<file path="src/rtl/aes_key_schedule.sv">
// ---------------------------------------------------------------------------
// aes_key_schedule
//   AES-128 key expansion engine. A cipher key is accepted on a key_valid /
//   key_ready handshake. One round key is then produced per clock and
//   written into an internal key store. The cipher round datapath reads the
//   store through a registered read port.
//
// Ports
//   clk         clock, all state updates on posedge
//   reset       synchronous, active-high
//   key_valid   key_in holds a new cipher key
//   key_in      128-bit cipher key, [127:96]=w0 ... [31:0]=w3
//   key_ready   a key can be accepted (IDLE or DONE)
//   rk_addr     round-key index, 0..NR
//   rk_data     round key[rk_addr], one-cycle read latency
//   busy        expansion in progress
//   sched_done  all NR+1 round keys are valid in the store
//
// Also contains sub_byte, the shared 32-bit S-box word substitution.
// ---------------------------------------------------------------------------

// sub_byte: applies the AES S-box to each byte of a 32-bit word.
//   plain  word to substitute
//   subst  substituted word
module sub_byte (
  input  logic [31:0] plain,
  output logic [31:0] subst
);

  // Forward S-box packed MSB-first, so entry 0 sits in bits [2047:2040].
  localparam logic [2047:0] SBOX = {
    128'h637c777bf26b6fc53001672bfed7ab76,
    128'hca82c97dfa5947f0add4a2af9ca472c0,
    128'hb7fd9326363ff7cc34a5e5f171d83115,
    128'h04c723c31896059a071280e2eb27b275,
    128'h09832c1a1b6e5aa0523bd6b329e32f84,
    128'h53d100ed20fcb15b6acbbe394a4c58cf,
    128'hd0efaafb434d338545f9027f503c9fa8,
    128'h51a3408f929d38f5bcb6da2110fff3d2,
    128'hcd0c13ec5f974417c4a77e3d645d1973,
    128'h60814fdc222a908846eeb814de5e0bdb,
    128'he0323a0a4906245cc2d3ac629195e479,
    128'he7c8376d8dd54ea96c56f4ea657aae08,
    128'hba78252e1ca6b4c6e8dd741f4bbd8b8a,
    128'h703eb5664803f60e613557b986c11d9e,
    128'he1f8981169d98e949b1e87e9ce5528df,
    128'h8ca1890dbfe6426841992d0fb054bb16
  };

  // Entry b lives at bit offset (255-b)*8, and 255-b is just ~b.
  function automatic logic [7:0] sbox(input logic [7:0] b);
    return SBOX[{~b, 3'b000} +: 8];
  endfunction

  always_comb begin
    subst = {sbox(plain[31:24]), sbox(plain[23:16]),
             sbox(plain[15:8]),  sbox(plain[7:0])};
  end

endmodule

module aes_key_schedule #(
  parameter int NR = 10
) (
  input  logic         clk,
  input  logic         reset,
  input  logic         key_valid,
  input  logic [127:0] key_in,
  output logic         key_ready,
  input  logic [3:0]   rk_addr,
  output logic [127:0] rk_data,
  output logic         busy,
  output logic         sched_done
);

  localparam logic [3:0] LAST = 4'(NR);

  typedef enum logic [1:0] {IDLE, EXPAND, DONE} state_t;

  state_t       state, state_next;
  logic [127:0] store [0:NR];
  logic [127:0] cur;
  logic [127:0] next_key;
  logic [3:0]   rnd;
  logic [7:0]   rcon;
  logic [31:0]  rot, sub, t;
  logic [31:0]  n0, n1, n2, n3;
  logic         accept;

  // One round of the key expansion, computed from the previous round key.
  assign rot = {cur[23:0], cur[31:24]};

  sub_byte u_sub (
    .plain (rot),
    .subst (sub)
  );

  always_comb begin
    t        = sub ^ {rcon, 24'h0};
    n0       = cur[127:96] ^ t;
    n1       = cur[95:64]  ^ n0;
    n2       = cur[63:32]  ^ n1;
    n3       = cur[31:0]   ^ n2;
    next_key = {n0, n1, n2, n3};
  end

  always_ff @(posedge clk) begin
    if (reset) state <= IDLE;
    else       state <= state_next;
  end

  // Outputs are decoded from the state register alone, so key_ready, busy
  // and sched_done never depend combinationally on the key path.
  always_comb begin
    state_next = state;
    key_ready  = 1'b0;
    busy       = 1'b0;
    sched_done = 1'b0;
    accept     = 1'b0;
    case (state)
      IDLE: begin
        key_ready = 1'b1;
        if (key_valid) begin
          accept     = 1'b1;
          state_next = EXPAND;
        end
      end
      EXPAND: begin
        busy = 1'b1;
        if (rnd == LAST) state_next = DONE;
      end
      DONE: begin
        key_ready  = 1'b1;
        sched_done = 1'b1;
        if (key_valid) begin
          accept     = 1'b1;
          state_next = EXPAND;
        end
      end
      default: state_next = IDLE;
    endcase
  end

  // The key store is never cleared; sched_done alone says whether it holds
  // a complete schedule.
  always_ff @(posedge clk) begin
    if (reset) begin
      rnd     <= 4'd0;
      rcon    <= 8'h01;
      rk_data <= '0;
    end else begin
      if (accept) begin
        store[0] <= key_in;
        cur      <= key_in;
        rnd      <= 4'd1;
        rcon     <= 8'h01;
      end else if (busy) begin
        store[rnd] <= next_key;
        cur        <= next_key;
        rnd        <= rnd + 4'd1;
        rcon       <= {rcon[6:0], 1'b0} ^ (rcon[7] ? 8'h1b : 8'h00);
      end
      rk_data <= (rk_addr <= LAST) ? store[rk_addr] : '0;
    end
  end

endmodule

</file>
<file path="config.mk">
export PLATFORM = sky130hd
export DESIGN_NAME = aes_key_schedule
export DESIGN_NICKNAME = d
export VERILOG_FILES = /design/src/rtl/aes_key_schedule.sv
export SDC_FILE = /design/constraint.sdc
export NUM_CORES = 2
export LEC_CHECK = 0
export ABC_CLOCK_PERIOD_IN_PS = 44000
export BUFFER_PORTS_ARGS = -buffer_cell sky130_fd_sc_hd__buf_2
export CAP_MARGIN = 20
export CORE_ASPECT_RATIO = 1.4
export CORE_MARGIN = 8
export CORE_UTILIZATION = 30
export CTS_CLUSTER_SIZE = 28
export DETAILED_ROUTE_END_ITERATION = 10
export GPL_TIMING_DRIVEN = 0
export PLACE_DENSITY = 0.51
export SLEW_MARGIN = 20
export SYNTH_ARGS = -nofsm -noshare
export SYNTH_HDL_FRONTEND = slang
export SYNTH_SLANG_ARGS = --single-unit
export TNS_END_PERCENT = 30
</file>
<file path="constraint.sdc">
create_clock -name clk -period 44 [get_ports clk]
set_input_delay 0 -clock clk [delete_from_list [all_inputs] [get_ports clk]]
set_output_delay 0 -clock clk [all_outputs]
set_load 0.01 [all_outputs]
</file>
==> impl_results.md <==
* Status: complete, no violations
* Slew margin rel. at 0.1673
* Worst vdd ir at just under 0.00003 V
* Critical Path RT at 44,530 ps
* Pint at 3367 uW
* Via-to-Cell Ratio at ~5.8
* Total CTS buffers at 163
* H-tree depth at 4
* Reg clk slew, reported paths at approximately 70 ps
* Hold Crit Depth at 4
* Crit start category: flop
* Commonest non-fill, non-tap cells in the layout: edfxtp_1, nand2_1, buf_2
* Peak Freq at 0.1258 GHz
* First-pass GRT wire length at 508,700 um
* R2R Setup Slk at 36,050 ps
* Cts repair resizes at 0
* Layout Nets at between 6,000 and 7,000
* Crit end category: flop
* Post-synth top area share at 0.5731
* Unrepaired setup endpoints after global routing: no
* Die Height at between 600 and 700 um
* I/O Pins at ~270
* Largest net degree at the start of global routing at 23
* Cells after synthesis at 6,016
* Crit path top cell by count: clkbuf_1
* Fin crit period at 7947 ps
* Leak at 0.03239 uW
* Share of layout cells above drive strength 1 at 0.2038
* Combinational Power Share at 0.416
* Synthesized area at between 0.08 and 0.09 mm^2
* Slowest stage cell on the critical path: o311ai_0
* Worst clock skew at 110.7 ps
* Cell Chain, Critical Path: clkbuf_1 > inv_1 > ha_1 > clkbuf_1 > nor2b_1 > nor3_1 > o311ai_0 > a31oi_1 > nor4_2 > xnor2_2 > xor2_1 > xnor2_1 > o21ai_2
* WL/cell at 35.98 um
* Gr usage total at 0.2528
* IO buf count at 262
* First-pass iteration count of the detailed router at 6
* Critical Path Stages at 13
* Clock Path Buffers at 4
* Number of synthesized flops with an enable pin at 1,536
* Core Rows at 225
* Inst Count DP at 10,020
* Cell Pwr Density at ~60 mW/mm^2
* GPL Wtd Cong at 0.9935
* Core Region at 0.2677 mm^2
* Post-synth top area cell: edfxtp_1
* CP max FO at 16
* Syn avg cell area at 13.38 um^2
* Final setup vio count at 0
* Initial antenna violation count at a little over 40
* Sw Share at 0.4134
* CTS tree: built
* Worst skew pair latency at around 860 ps
* Clock share of power at 0.245
* Layout area overhead at 19.69%
* Switch Pwr at around 2400 uW
* Initial DRC Count at 7,047
* Worst Setup Path Type: flop to flop
* Pins Over Slew Limit at 0
* ANT nets after route at 0
* Count of buffer and inverter cells on the critical path at 3
* Worst Hold Class: primary input to flop
* GRT overflow at 0
* Top post-synthesis cells by area: edfxtp_1, mux4_2, dfxtp_1
* Initial core utilization at 0.3006
* Final wirelength at 376,000 um
* Post-synth ARST share at 0
* Reg2Reg Depth at 13
* Root Buffer: clkbuf_16
* Synth warn at 0
* Layout Cells excl Fill at 10,450
* Worst EP arrival at 8480 ps
* Crit-path max cell delay at 1060 ps
* #FFs+latches synth at 1,678
* Sequential area share after synthesis at 0.6084
* Critical path's top delay family: compound AO/OA/AOI/OAI gates
* Drt drc at 0
* Via count at between 60,000 and 70,000
* Die Footprint at about 0.29 mm^2
* Die width at 453.7 um
* Vias in the first global route at 60,650
* Setup TNS at 0 ps
* Reg power frac at 0.339
* Post-synth top flop: edfxtp_1
* Syn_nets at roughly 6,200
* Hpwl dp at 288,000 um
* Yosys cell types at 111
* CTS sink count at between 1,500 and 2,000
* Commonest non-fill, non-tap cell in the layout: edfxtp_1
* Worst-Margin Slew at roughly 1200 ps
* Tcrit/Tclk final at 0.1806
* Max-cap violation count at 0
* Hold Vio Cnt, Final at 0
* Fillcell total at 25,920
==> worst min-delay path, cell delays in order <==
cell and delay [ps]:
dlygate4sd3_1 530, buf_2 170, nand2_1 60, o21ai_0 80
==> power groups by stage <==
stage	combinational (uW)	clock [uW]	sequential (uW)
2_1_floorplan	1240	0	1970
3_3_place_gp	2280	0	1990
3_5_place_dp	2290	0	1980
4_1_cts	2310	1430	1950
5_1_grt	2430	1470	1950
6_report	2390	1400	1950
==> timing repair <==
action                                 in CTS  in global routing
setup buffers                               0                  0
endpoints found under the hold margin    1293                  0
setup endpoints to repair                   0                  0
hold buffers                              130                  0
==> per-layer routing <==
layer | track usage | vias to the layer above | wire length (um)
met5 | 0.0001698 | - | 106
met4 | 0.1508 | 16 | 28050
met3 | 0.04555 | 1022 | 28340
met2 | 0.4353 | 3350 | 183600
met1 | 0.2932 | 31080 | 135900
li1 | - | 25030 | -
==> layout make-up <==
cell class                 instances  area [um^2]  area share
clock buffer                     207         4441     0.04610
clock inverter                    78        759.5    0.007884
antenna                           11        27.53   0.0002858
multi-input combinational       3749        29300      0.3041
inverter                          53        198.9    0.002065
sequential                      1678        48970      0.5083
buffer                           536         2487     0.02582
timing repair buffer             621         5748     0.05967
tap                             3518         4402     0.04570
==> cells in the mapped netlist, types with 91 or more instances <==
cell / count
buf_2: 121
edfxtp_1: 1536
nand2_1: 391
nand2b_1: 99
nor2_1: 388
clkbuf_1: 307
a211oi_1: 321
nor3_1: 91
a21oi_1: 342
dfxtp_1: 142
o21ai_0: 265
nor2b_1: 216
mux4_2: 286
mux2i_1: 178
==> registers in the layout (all words and copies together) (netlist names) <==
| register | flops |
|---|---|
| cur | 128 |
| rcon | 8 |
| rk_data | 128 |
| rnd | 4 |
| state | 2 |
| store | 1408 |
==> worst paths after layout <==
check / endpoint / start
max: store[4][15] / cur[1]
min: cur[62] / key_in[62]
max reg2reg: store[4][15] / cur[1]
min reg2reg: rcon[7] / rcon[6]
==> per-stage QoR <==
stage                     setup slack [ps]  instance area, um^2  hold WS (ps)  power, uW    util
final                                36050                96330         95.57       5739  0.3598
after global routing                 36140                96310         95.20       5861  0.3597
after CTS                            36400                96200         38.69       5686  0.3593
after detailed placement             36440                89700         308.8       4273  0.3350
after global placement               11140                86190         295.3       4273  0.3219
after floorplan                      26440                80480         69.07       3201       -
==> logic make-up after synthesis <==
group           after synthesis  share of synthesized area
buf+inv                     589                    0.03308
fa+ha+maj                    62                   0.009639
simple gates               1504                    0.09269
xor+xnor                    179                    0.02427
flops                      1678                     0.6084
mux                         485                     0.1051
compound gates             1519                     0.1268
Power figures use the tool's default switching activity.
